`src/rtl/slow_clock_monitor.sv`:
```
// Slow clock monitor: synchronizes slow_in, emits edge enables, measures half-periods and tracks lock.
// Define SLOW_CLOCK_MONITOR_GLITCH_FILTER_EN to add a FILT_LEN-cycle glitch filter on the synchronized input.
module slow_clock_monitor #(
    parameter int SYNC_STAGES = 2,
    parameter int CNT_W       = 12,
    parameter int EXP_HALF    = 450,
    parameter int TOL         = 4,
    parameter int LOCK_COUNT  = 4
`ifdef SLOW_CLOCK_MONITOR_GLITCH_FILTER_EN
    , parameter int FILT_LEN  = 3
`endif
) (
    input  logic             clk_in,
    input  logic             reset_n,
    input  logic             slow_in,
    output logic             rise_pulse,
    output logic             fall_pulse,
    output logic [CNT_W-1:0] half_period,
    output logic             period_valid,
    output logic             locked,
    output logic             timeout_err
);

    typedef enum logic [1:0] {
        SEARCH  = 2'd0,
        ACQUIRE = 2'd1,
        LOCKED  = 2'd2,
        LOST    = 2'd3
    } state_e;

    localparam logic [CNT_W-1:0] CNT_MAX    = '1;
    localparam logic [CNT_W-1:0] MATCH_LO   = CNT_W'(EXP_HALF - TOL);
    localparam logic [CNT_W-1:0] MATCH_HI   = CNT_W'(EXP_HALF + TOL);
    localparam logic [CNT_W-1:0] TIMEOUT_AT = CNT_W'(EXP_HALF + TOL + 1);
    localparam int               MC_W       = $clog2(LOCK_COUNT + 1);
`ifdef SLOW_CLOCK_MONITOR_GLITCH_FILTER_EN
    localparam int               PRIME_LEN  = SYNC_STAGES + 2;
`else
    localparam int               PRIME_LEN  = SYNC_STAGES + 1;
`endif

    logic [SYNC_STAGES-1:0] sync_q;
    logic [PRIME_LEN-1:0]   prime_q;
    logic                   primed;
    logic                   synced;
    logic                   acc_lvl;
    logic                   level_q;
    logic                   rise_q, rise_d;
    logic                   fall_q, fall_d;
    logic                   edge_seen;
    logic [CNT_W-1:0]       cnt_q, cnt_d;
    logic [CNT_W-1:0]       cnt_sat_inc;
    logic                   is_match;
    logic                   timeout;
    state_e                 state_q, state_d;
    logic [MC_W-1:0]        match_q, match_d;
    logic                   pv_q, pv_d;
    logic [CNT_W-1:0]       half_q, half_d;
    logic                   err_q, err_d;

    assign synced = sync_q[SYNC_STAGES-1];
    // Edge detection stays off until the chain and level copy hold post-reset samples,
    // so a level that changed during reset never produces a pulse.
    assign primed = prime_q[PRIME_LEN-1];

`ifdef SLOW_CLOCK_MONITOR_GLITCH_FILTER_EN
    localparam int FC_W = $clog2(FILT_LEN + 1);

    logic            acc_q, acc_d;
    logic [FC_W-1:0] filt_q, filt_d;

    always_comb begin
        acc_d  = acc_q;
        filt_d = '0;
        if (!primed) begin
            acc_d = synced;
        end else if (synced != acc_q) begin
            if (filt_q == FC_W'(FILT_LEN - 1)) acc_d = synced;
            else                                filt_d = filt_q + 1'b1;
        end
    end

    always_ff @(posedge clk_in or negedge reset_n) begin
        if (!reset_n) begin
            acc_q  <= 1'b0;
            filt_q <= '0;
        end else begin
            acc_q  <= acc_d;
            filt_q <= filt_d;
        end
    end

    assign acc_lvl = acc_q;
`else
    assign acc_lvl = synced;
`endif

    assign rise_d    = primed &  acc_lvl & ~level_q;
    assign fall_d    = primed & ~acc_lvl &  level_q;
    assign edge_seen = rise_q | fall_q;

    assign cnt_sat_inc = (cnt_q == CNT_MAX) ? CNT_MAX : cnt_q + 1'b1;
    assign is_match    = (cnt_sat_inc >= MATCH_LO) && (cnt_sat_inc <= MATCH_HI);
    // An edge in the threshold cycle wins: timeout only counts when no edge is present.
    assign timeout     = !edge_seen && (state_q != SEARCH) && (cnt_q == TIMEOUT_AT);
    assign cnt_d       = (edge_seen || timeout) ? '0 : cnt_sat_inc;

    always_comb begin
        // NOTE: every always_comb output gets a default first, so no path infers a latch.
        state_d = state_q;
        match_d = match_q;
        pv_d    = 1'b0;
        half_d  = half_q;
        err_d   = err_q;
        case (state_q)
            SEARCH: begin
                if (edge_seen) begin
                    state_d = ACQUIRE;
                    match_d = '0;
                end
            end
            ACQUIRE: begin
                if (edge_seen) begin
                    pv_d   = 1'b1;
                    half_d = cnt_sat_inc;
                    if (!is_match) begin
                        match_d = '0;
                    end else if (match_q == MC_W'(LOCK_COUNT - 1)) begin
                        state_d = LOCKED;
                        match_d = '0;
                    end else begin
                        match_d = match_q + 1'b1;
                    end
                end else if (timeout) begin
                    state_d = SEARCH;
                    match_d = '0;
                end
            end
            LOCKED: begin
                if (edge_seen) begin
                    pv_d   = 1'b1;
                    half_d = cnt_sat_inc;
                    if (!is_match) begin
                        state_d = LOST;
                        err_d   = 1'b1;
                    end
                end else if (timeout) begin
                    state_d = LOST;
                    err_d   = 1'b1;
                end
            end
            LOST: begin
                if (edge_seen) begin
                    pv_d    = 1'b1;
                    half_d  = cnt_sat_inc;
                    state_d = ACQUIRE;
                    match_d = '0;
                end else if (timeout) begin
                    state_d = SEARCH;
                end
            end
            default: state_d = SEARCH;
        endcase
    end

    always_ff @(posedge clk_in or negedge reset_n) begin
        if (!reset_n) begin
            sync_q  <= '0;
            prime_q <= '0;
            level_q <= 1'b0;
            rise_q  <= 1'b0;
            fall_q  <= 1'b0;
            cnt_q   <= '0;
            state_q <= SEARCH;
            match_q <= '0;
            pv_q    <= 1'b0;
            half_q  <= '0;
            err_q   <= 1'b0;
        end else begin
            // NOTE: non-blocking assignments so every flop samples values from before the edge.
            sync_q  <= {sync_q[SYNC_STAGES-2:0], slow_in};
            prime_q <= {prime_q[PRIME_LEN-2:0], 1'b1};
            level_q <= acc_lvl;
            rise_q  <= rise_d;
            fall_q  <= fall_d;
            cnt_q   <= cnt_d;
            state_q <= state_d;
            match_q <= match_d;
            pv_q    <= pv_d;
            half_q  <= half_d;
            err_q   <= err_d;
        end
    end

    assign rise_pulse   = rise_q;
    assign fall_pulse   = fall_q;
    assign half_period  = half_q;
    assign period_valid = pv_q;
    assign locked       = (state_q == LOCKED);
    assign timeout_err  = err_q;

endmodule

```
`config.mk`:
```
export PLATFORM = sky130hd
export DESIGN_NAME = slow_clock_monitor
export DESIGN_NICKNAME = d
export VERILOG_FILES = /design/src/rtl/slow_clock_monitor.sv
export SDC_FILE = /design/constraint.sdc
export NUM_CORES = 1
export LEC_CHECK = 0
export ABC_AREA = 1
export BUFFER_PORTS_ARGS = -buffer_cell sky130_fd_sc_hd__buf_2
export CORE_ASPECT_RATIO = 0.5
export CORE_MARGIN = 3
export CORE_UTILIZATION = 30
export CTS_CLUSTER_SIZE = 16
export DETAILED_ROUTE_END_ITERATION = 10
export SYNTH_ARGS = -nofsm -noshare
export SYNTH_HDL_FRONTEND = slang
export SYNTH_SLANG_ARGS = --single-unit
```
`constraint.sdc`:
```
create_clock -name clk_in -period 1.7 [get_ports clk_in]
set_input_delay 0.255 -clock clk_in [delete_from_list [all_inputs] [get_ports clk_in]]
set_output_delay 0.255 -clock clk_in [all_outputs]
set_load 0.05 [all_outputs]
```
==> results of run 1 <==
## logic make-up (layout without fill, tap and decap cells)
family,count (synthesis),count (layout),synth area share
buf+inv,35,98,0.0693
simple gates,142,142,0.330
flops,39,39,0.487
fa+ha+maj,6,6,0.0375
xor+xnor,2,2,0.00875
other cells,1,1,0.00187
compound gates,24,24,0.0656
## where the power goes
part           switching (mW)  internal, mW
clock                   0.350         0.729
sequential             0.0975          1.07
combinational           0.893         0.512
## through the flow
step | total power, mW | hold slack (ns) | instance area (um2) | worst slack, ns
floorplan | 2.05 | -0.0406 | 2040 | -0.129
global placement | 2.52 | 0.284 | 2510 | -0.272
detailed placement | 2.54 | 0.296 | 2510 | -0.303
CTS | 3.68 | 0.00394 | 2750 | -0.162
global route | 3.87 | 0.0361 | 2750 | -0.349
finish | 3.65 | -0.0119 | 2750 | -0.187
## worst paths after layout
check | start | endpoint | slack (ns) | cells past startpoint
min in group clk_in | slow_in | sync_q[0] | 0.09 | 1
worst min-delay path | reset_n | fall_pulse | -0.01 | 1
worst max-delay path | cnt_q[1] | state_q[0] | -0.19 | 14
max in group asynchronous | reset_n | cnt_q[0] | 1.09 | 2
worst max register to register | cnt_q[1] | state_q[0] | -0.19 | 14
worst min register to register | sync_q[0] | sync_q[1] | 0.35 | 0
## synthesized netlist by cell type
cell type | instances | share of area
dfrtp_1 | 39 | 0.49
nand2_2 | 3 | 0.0094
a21oi_1 | 7 | 0.017
clkbuf_1 | 2 | 0.0037
nand2_1 | 70 | 0.13
inv_1 | 31 | 0.058
clkinv_1 | 1 | 0.0019
conb_1 | 1 | 0.0019
o21a_1 | 1 | 0.0037
nor2_4 | 1 | 0.0056
nor2_2 | 4 | 0.012
nand4_1 | 6 | 0.019
xnor2_1 | 1 | 0.0044
nor3_2 | 1 | 0.0050
xor2_1 | 1 | 0.0044
nor2_1 | 29 | 0.054
ha_1 | 6 | 0.037
a31oi_1 | 5 | 0.016
o21bai_1 | 1 | 0.0037
nor4_4 | 1 | 0.011
nand3b_1 | 2 | 0.0075
nand3_2 | 5 | 0.025
nor3_1 | 3 | 0.0075
nand3_1 | 17 | 0.042
o21ai_0 | 10 | 0.025
buf_6 | 1 | 0.0056
## metal layers
metal,share of wire,wire length (um)
met1,0.48,2360
met5,0,0
met3,0.024,116
met2,0.49,2400
met4,0.0047,23
## critical path, delay by kind of cell, from the launching register on
family          cells  cell delay (ns)
fa+ha+maj           1             0.17
simple gates       12             1.08
compound gates      1             0.10
flops               1             0.41
## registers in the layout (all words and copies together) (netlist names)
name          count
half_period      12
prime_q           3
cnt_q            12
match_q           3
level_q           1
timeout_err       1
sync_q            2
period_valid      1
rise_pulse        1
state_q           2
fall_pulse        1
## area by class of cell
type	instances	area share
clock buffers	6	0.0506
clock inverters	2	0.0128
inverters	32	0.0437
multi-input cells	175	0.355
flip-flops and latches	39	0.357
well taps	88	0.0401
repair buffers	58	0.141
## timing repair
action,in CTS,in global routing
pin swaps,5,1
hold endpoints to repair,0,0
gates resized for setup,15,1
cloned,0,0
hold buffers,0,0
buffers inserted,1,0
setup endpoints to repair,16,18
==> reports/qor.txt, run 1 <==
Maxcap violations = 0
Post-synthesis sequential area ratio = 0.487
Met1 usage = 0.176
Cells after Synth = 249
Setup tns final = -0.834 ns
Full die area = 0.00775 mm2
Setup Skew = 0.00471 ns
Hold crit path type = in2async
FF+latch area = 980 um2
DR vias/cell = 4.56
Startpoint types = flip-flop
Commonest non-fill, non-tap cell in the layout = nand2_1
Status = complete, but fails checks
H-tree level count = 2
Root Buffer = clkbuf_16
Met3 Resource Use GR = 0.0283
Crit path required time = 1.86 ns
TritonCTS clock tree = yes
Number of I/O port buffers = 19
Layout cells sized above 1 = 0.308
Total routed wirelength = 4900 um
DP HPWL = 3820 um
Layout fillers = 640
Routed Antenna Nets = 0
Max clock buf depth = 2
Final setup vio count = 6
Worst vdd ir = 0.000816 V
Most frequent cells in the layout = nand2_1 (67), buf_4 (39), dfrtp_1 (36)
Slowest cell delay on critical path = 0.41 ns
RSZ-0062 raised after global routing = true
Ys Warns = 0
Row count = 20
Crit path max-delay cell type = dfrtp_1
Non-Filler Instances = 400
Initial core utilization = 0.320
Clock sink count = 39
Syn Nets = 258
Skew-Pair Late Insertion Delay = 0.27 ns
P per Cell Area = 1330 mW/mm2
Worst path cell trace = ha_4 > nand2_4 > nor2_4 > nand3_4 > o21ai_4 > nand2_1 > nand3_1 > nand2_2 > nand3_2 > nand2_1 > nand2_2 > nand3_2 > nand2_1 > nand2_1
Num CTS Buffers = 5
Layout area overhead = 37.1%
Total grt overflow = 0
CP Class = reg2reg
Total GRT Usage = 0.132
Crit share post-route = 1.11
Die extent in x = 122 um
Die Height = 63.8 um
Minimum clock period = 1.89 ns
Pleak = 1.41 nW
Initial antenna violation count = 0
Violated checks = hold timing, setup timing
Largest net degree at the start of global routing = 28
Final hold slack = -0.0119 ns
Vias in the first global route = 1,793
GR peak layer = met2
Seq cells post-synth = 39
Slew Limit Fails = 0
Final #Nets = 320
Cell mode on critical path = nand2_1
DR WL/cell = 12.2 um
Post-Syn Area = 0.00200 mm2
Rel. slew slack = 0.600
Multi-input logic area = 975 um2
Worst-path fanout max = 5
Clock transition at path regs = 0.06 ns
Grt met2 use = 0.223
Final WS setup = -0.187 ns
CP Capture Type = flip-flop
Yosys cell types = 26
Antenna fix cells = 0
Fin. Hold Viols = 26
Worst Tran Pin Value = 0.601 ns
Placed Instances = 391
Iter 0 DRT Violations = 67
Post-layout util = 0.439
DRT Pass-1 Iters = 4
Crit path DAT = 2.05 ns
Average cell area after synthesis = 8.04 um2
Fmax achieved = 0.530 GHz
I/O pin count = 20
Global-route wire length before repair = 8270 um
GPL Wtd Cong = 0.908
Via count = 1,825
Core area = 0.00626 mm2
# DRC = 0
No activity file was read; power rests on OpenSTA's default activity.
==> run 2: changes to the inputs <==
--- a/config.mk
+++ b/config.mk
@@ -5,7 +5,6 @@
 export SDC_FILE = /design/constraint.sdc
 export NUM_CORES = 1
 export LEC_CHECK = 0
-export ABC_AREA = 1
 export BUFFER_PORTS_ARGS = -buffer_cell sky130_fd_sc_hd__buf_2
 export CORE_ASPECT_RATIO = 0.5
 export CORE_MARGIN = 3
==> run 2 against run 1 <==
Synthesized area fell by 4.5%. Wire length rose by 15%. Cell count fell by 4.8%. Clock skew barely moved. Combinational power rose by 17%. Highest routed layer unchanged. Sequential share of layout area fell by 3.2 points. The run ends with setup timing left. Register-to-register slack got worse by 0.50 ns. Utilization rose by 7.9 points. Non-clock buffer count rose by 37. Clock-buffer cell count fell by 1. Worst setup slack got worse by 0.50 ns. Maximum frequency fell by 21%.
==> reports/qor.txt, run 2 <==
DRT Pass-1 Iters = 4 (unchanged)
Non-Filler Instances = 381 (-4.8%)
Multi-input logic area = 0.00106 mm2 (+9.1%)
Fmax achieved = 0.420 GHz (-21%)
Flop pwr share = 0.317 (-0.002)
GPL Wtd Cong = 0.960 (+5.7%)
TritonCTS clock tree = yes
Violated checks = setup timing
Skew-Pair Late Insertion Delay = 0.29 ns (+0.02 ns)
Largest net degree at the start of global routing = 21 (-25%)
Num CTS Buffers = 5 (unchanged)
FF+latch area = 980 um2 (unchanged)
DR vias/cell = 4.94 (+8.4%)
Post-synthesis sequential area ratio = 0.510 (+0.0229)
Clock transition at path regs = 0.06 ns (about the same)
Global-route wire length before repair = 9320 um (+13%)
Slew Limit Fails = 0 (unchanged)
Core area = 0.00582 mm2 (-6.9%)
Post-synth EDFFs = 0 (unchanged)
Most frequent cells in the layout = buf_4 (67), dfrtp_1 (36), nand2_1 (19), buf_2 (19), nor2_1 (17)
Root Buffer = clkbuf_16
Yosys top cell by area = dfrtp_1
Fin. Hold Viols = 0 (-100%)
Pleak = 1.42 nW (+0.87%)
RSZ-0062 raised after global routing = true
Hold Path Stages = 1
Seq cells post-synth = 39 (unchanged)
Clock sink count = 39 (unchanged)
Synth area leaders = dfrtp_1 (51%), nor2_1 (5.1%), nand2_1 (4.3%)
Clock power frac = 0.242 (-0.054)
Initial antenna violation count = 0 (unchanged)
Worst-path fanout max = 6 (+1)
Synth cell count leaders = dfrtp_1 (39), nor2_1 (26), nand2_1 (22)
Net Switching = 1.44 mW (+7.7%)
Row count = 19 (-5.0%)
Worst vdd ir = 0.000525 V (-36%)
Full die area = 0.00743 mm2 (-4.2%)
Crit share post-route = 1.40 (+0.291)
Minimum clock period = 2.38 ns (+0.495 ns)
Initial core utilization = 0.328 (+0.00826)
Final Instance Area = 0.00302 mm2 (+9.8%)
Switching Share = 0.385 (+0.0172)
Routed Antenna Nets = 0 (unchanged)
Post-synth ARST share = 1.00 (unchanged)
Maxcap violations = 0 (unchanged)
Die extent in x = 119 um (-2.2%)
Layout area overhead = 57.7%
Final setup vio count = 18 (+12)
Final WS setup = -0.682 ns (-0.495 ns)
Startpoint types = flip-flop
Commonest non-fill, non-tap cell in the layout = buf_4
Antenna fix cells = 0 (unchanged)
CP Capture Type = flip-flop
Ys flop type = dfrtp_1
DR WL/cell = 14.8 um (+21%)
Syn Nets = 210 (-19%)
Reg2Reg Depth = 8 (-6)
Int Pwr = 2.31 mW (about the same)
Setup Skew = 0.00452 ns (-0.000193 ns)
Average cell area after synthesis = 9.52 um2 (+18%)
Number of I/O port buffers = 19 (unchanged)
DP HPWL = 3800 um (-0.68%)
Crit path DAT = 2.59 ns (+0.54 ns)
Yosys top cell area share = 0.510 (+0.0229)
Via count = 1,884 (+3.2%)
Placement Cell Area = 0.00253 mm2 (+0.80%)
Yosys cell types = 43 (+65%)
Placed Instances = 354 (-9.5%)
Post-layout util = 0.518 (+0.0789)
CP Class = reg2reg
Comb power frac = 0.441 (+0.056)
P per Cell Area = 1240 mW/mm2 (-6.4%)
Most numerous cell in the Yosys netlist = dfrtp_1
Total routed wirelength = 5640 um (+15%)
Crit path required time = 1.90 ns (+0.04 ns)
Total grt overflow = 0 (unchanged)
I/O pin count = 20 (unchanged)
Final #Nets = 305 (-4.7%)
Status = complete, but fails checks
H-tree level count = 2 (unchanged)
Hold crit path type = in2reg
# DRC = 0 (unchanged)
Iter 0 DRT Violations = 141 (+110%)
Total GRT Usage = 0.156 (+0.0239)
Cells after Synth = 201 (-19%)
Final Total Pwr = 3.75 mW (+2.8%)
Ys Warns = 0 (unchanged)
Vias in the first global route = 1,931 (+7.7%)
Die Height = 62.5 um (-2.1%)
Max clock buf depth = 2 (unchanged)
Post-Syn Area = 0.00191 mm2 (-4.5%)
Layout fillers = 502 (-22%)
Layout cells sized above 1 = 0.465 (+0.157)
R2R setup slack = -0.68 ns (-0.50 ns)
-- run 2: cell types whose count changed after synthesis, sizes merged, moves of 4 or more --
cell	delta
o21ai	+4
and3	+4
nor3	+5
nand3	-15
mux2i	+4
nor2	-8
nand2b	+4
inv	-24
nand2	-51
-- run 2: critical path, stage by stage, from the launching register on --
cell	delay (ns)
dfrtp_2	0.45
ha_4	0.19
and3_4	0.17
nand4_1	0.10
or4b_1	0.44
o32a_1	0.23
o31a_2	0.38
o311ai_4	0.10
mux2i_1	0.23
-- run 2: what timing repair did --
action | 4_1_cts | 5_1_grt
pin swaps | 16 | 7
setup endpoints to repair | 18 | 27
resized for setup | 33 | 22
endpoints found under the hold margin | 12 | 0
hold buffers | 1 | 0
setup buffers | 15 | 8
-- run 2: final cells by class --
class | count | area share
timing repair buffer | 95 | 0.233
multi-input combinational | 148 | 0.353
sequential | 39 | 0.325
tap | 84 | 0.0348
inverter | 7 | 0.00871
clock inverter | 3 | 0.00498
clock buffer | 5 | 0.0415
-- run 2: routing by layer --
metal / part of all wire / vias up / track usage
met1: 0.46 / 905 / 0.200
met5: 0 / - / 0
li1: - / 907 / -
met2: 0.47 / 58 / 0.263
met3: 0.049 / 14 / 0.0344
met4: 0.023 / 0 / 0.0519
-- run 2: logic make-up after synthesis --
kind of cell               count (synthesis)  synth area share
adders and majority gates                  6            0.0392
and+or+nand+nor                           89             0.228
DFF                                       39             0.510
xor gates and xnor gates                   5            0.0229
AOI/OAI and AO/OA                         43             0.141
other                                      1           0.00196
muxes                                      4            0.0209
buffers and inverters                     14            0.0353
-- run 2: final timing paths --
path | end | startpoint
max in group asynchronous | half_period[2] | reset_n
max reg2reg | state_q[1] | cnt_q[0]
min | sync_q[0] | slow_in
max | state_q[1] | cnt_q[0]
min in group asynchronous | sync_q[1] | reset_n
min reg2reg | prime_q[2] | prime_q[1]
-- run 2: per-stage QoR --
stage | setup WS (ns) | TNS (ns) | hold slack [ns]
global route | -0.746 | -6.55 | 0.0758
floorplan | -0.579 | -2.85 | -0.0406
CTS | -0.619 | -5.16 | 0.0722
finish | -0.682 | -4.85 | 0.0747
detailed placement | -0.691 | -3.46 | 0.164
global placement | -0.618 | -3.11 | 0.163
-- run 2: power groups by stage --
stage / combinational [mW] / sequential [mW] / clock (mW)
after floorplan: 0.652 / 1.45 / 0
after global placement: 1.37 / 1.19 / 0
after detailed placement: 1.40 / 1.20 / 0
after CTS: 1.53 / 1.19 / 0.928
after global routing: 1.79 / 1.21 / 0.986
final: 1.65 / 1.19 / 0.909
==> run 3: changes to the inputs <==
--- a/config.mk
+++ b/config.mk
@@ -6,11 +6,13 @@
 export NUM_CORES = 1
 export LEC_CHECK = 0
 export BUFFER_PORTS_ARGS = -buffer_cell sky130_fd_sc_hd__buf_2
-export CORE_ASPECT_RATIO = 0.5
+export CORE_ASPECT_RATIO = 0.9
 export CORE_MARGIN = 3
 export CORE_UTILIZATION = 30
 export CTS_CLUSTER_SIZE = 16
 export DETAILED_ROUTE_END_ITERATION = 10
+export SETUP_SLACK_MARGIN = 0.4
+export SLEW_MARGIN = 0
 export SYNTH_ARGS = -nofsm -noshare
 export SYNTH_HDL_FRONTEND = slang
 export SYNTH_SLANG_ARGS = --single-unit
==> run 3 against run 2 <==
The run still ends with setup timing left. Highest routed layer unchanged. Utilization is 0.45 points higher. Sequential share of layout area is 0.64 points lower. Clock-buffer cell count stayed put. Global-route usage is 0.14 points higher. Critical path type unchanged. Largest cell class unchanged. Critical path depth is 1 higher.
==> reports/qor.txt, run 3 (same netlist as run 2, synthesis figures left out) <==
Die Height = 81.8 um (+31%)
Number of I/O port buffers = 19 (unchanged)
Clock transition at path regs = 0.08 ns (+0.02 ns)
DRT Pass-1 Iters = 4 (unchanged)
Initial core utilization = 0.323 (-0.00534)
Hold Path Stages = 1 (unchanged)
DR vias/cell = 4.80 (-3.0%)
R2R Path Start = cnt_q[0]
Hold endpoint = sync_q[0]
RSZ-0062 raised after global routing = true
Crit path DAT = 2.55 ns (-0.04 ns)
Status = complete, but fails checks
Hold Crit Start = slow_in
Grt met2 use = 0.246 (-0.0168)
Num CTS Buffers = 5 (unchanged)
Fmax achieved = 0.425 GHz (+1.2%)
Net Switching = 1.44 mW (-0.31%)
Switching Share = 0.398 (+0.0135)
CP Capture Type = flip-flop
Flop pwr share = 0.332 (+0.015)
Pleak = 1.38 nW (-2.5%)
RR Endpoint = state_q[0]
Clock sink count = 39 (unchanged)
Full die area = 0.00737 mm2 (-0.76%)
Final Total Pwr = 3.61 mW (-3.7%)
Layout cells sized above 1 = 0.500 (+0.0354)
Root Buffer = clkbuf_8
Startpoint types = flip-flop
Die extent in x = 90.2 um (-24%)
Final #Nets = 304 (-0.33%)
Clock power frac = 0.173 (-0.069)
Fin. Hold Viols = 0 (unchanged)
Met1 usage = 0.210 (+0.00974)
Total GRT Usage = 0.158 (+0.00138)
I/O pin count = 20 (unchanged)
Minimum clock period = 2.35 ns (-0.0283 ns)
Antenna fix cells = 0 (unchanged)
Total grt overflow = 0 (unchanged)
Global-route wire length before repair = 9070 um (-2.7%)
Total routed wirelength = 5440 um (-3.6%)
Setup Skew = 0.00905 ns (+0.00453 ns)
Met3 Resource Use GR = 0.0394 (+0.00502)
Most frequent cells in the layout = buf_4 (55), dfrtp_1 (32), nand2_1 (21)
R2R setup slack = -0.65 ns (+0.03 ns)
Initial antenna violation count = 0 (unchanged)
H-tree level count = 2 (unchanged)
Final setup vio count = 20 (+2)
Crit share post-route = 1.38 (-0.0166)
Crit path required time = 1.89 ns (about the same)
Skew-Pair Late Insertion Delay = 0.30 ns (about the same)
Maxcap violations = 0 (unchanged)
Max clock buf depth = 2 (unchanged)
Worst vdd ir = 0.000459 V (-13%)
Routed Antenna Nets = 0 (unchanged)
# DRC = 0 (unchanged)
Int Pwr = 2.17 mW (-5.8%)
Iter 0 DRT Violations = 101 (-28%)
Reg2Reg Depth = 9 (+1)
Slew Limit Fails = 0 (unchanged)
TritonCTS clock tree = yes
Comb power frac = 0.495 (+0.054)
Commonest non-fill, non-tap cell in the layout = buf_4
Final WS setup = -0.654 ns (+0.0283 ns)
Worst-path fanout max = 5 (-1)
Core area = 0.00592 mm2 (+1.7%)
Final hold slack = 0.0577 ns (-0.0170 ns)
GPL Wtd Cong = 0.929 (-3.2%)
Vias in the first global route = 1,876 (-2.8%)
DP HPWL = 3550 um (-6.5%)
GR peak layer = met2
CP Class = reg2reg
Layout area overhead = 61.7%
Hold crit path type = in2reg
Placement Setup Slack = -0.621 ns (+0.0703 ns)
Violated checks = setup timing
P per Cell Area = 1170 mW/mm2 (-6.1%)
Largest net degree at the start of global routing = 22 (+4.8%)
DR WL/cell = 14.3 um (-3.3%)
Via count = 1,823 (-3.2%)
Row count = 26 (+7)
-- run 3: repair_timing --
item,in CTS,in global routing
resized for setup,41,26
hold buffers,1,0
setup endpoints to repair,31,31
endpoints found under the hold margin,18,0
setup buffers,12,5
cloned,2,0
pin swaps,17,7
-- run 3: layer usage --
layer | part of all wire | vias to the layer above
met1 | 0.49 | 857
li1 | - | 908
met2 | 0.45 | 45
met3 | 0.035 | 13
met5 | 0 | -
met4 | 0.024 | 0
-- run 3: worst max-delay path, stage by stage (launching register included) --
cell	delay (ns)
dfrtp_2	0.45
ha_4	0.19
nand3_1	0.19
buf_4	0.15
o21ai_0	0.09
mux2i_1	0.22
o2111ai_2	0.21
o31a_1	0.32
a211o_1	0.22
a22o_1	0.20
-- run 3: power groups by stage --
stage | Sequential (mW) | Clock, mW | Combinational (mW)
after floorplan | 1.46 | 0 | 0.762
after global placement | 1.20 | 0 | 1.46
final | 1.20 | 0.626 | 1.79
after global routing | 1.22 | 0.686 | 1.95
after CTS | 1.19 | 0.657 | 1.72
after detailed placement | 1.20 | 0 | 1.48
-- run 3: area by class of cell --
cell class	count	area [um2]
fill	539	2830
timing repair buffer	92	732
sequential	39	985
clock buffer	5	68.8
tap	84	105
multi-input combinational	150	1150
clock inverter	3	20.0
inverter	7	28.8
-- run 3: worst max path at each step --
stage                        start     endpoint  cells after the start
after floorplan           cnt_q[0]   state_q[0]                      8
after global placement    cnt_q[0]  timeout_err                      9
after detailed placement  cnt_q[1]  timeout_err                      9
after CTS                 cnt_q[0]   state_q[0]                      8
after global routing      cnt_q[0]   state_q[1]                      9
final                     cnt_q[0]   state_q[0]                      9
-- run 3: per-stage QoR --
step	std cells	util	area [um2]	setup TNS, ns
2_1_floorplan	201	-	2030	-2.85
3_3_place_gp	352	0.435	2580	-3.45
3_5_place_dp	352	0.435	2580	-3.56
4_1_cts	375	0.498	2950	-4.97
5_1_grt	380	0.522	3090	-8.69
6_report	380	0.522	3090	-6.48
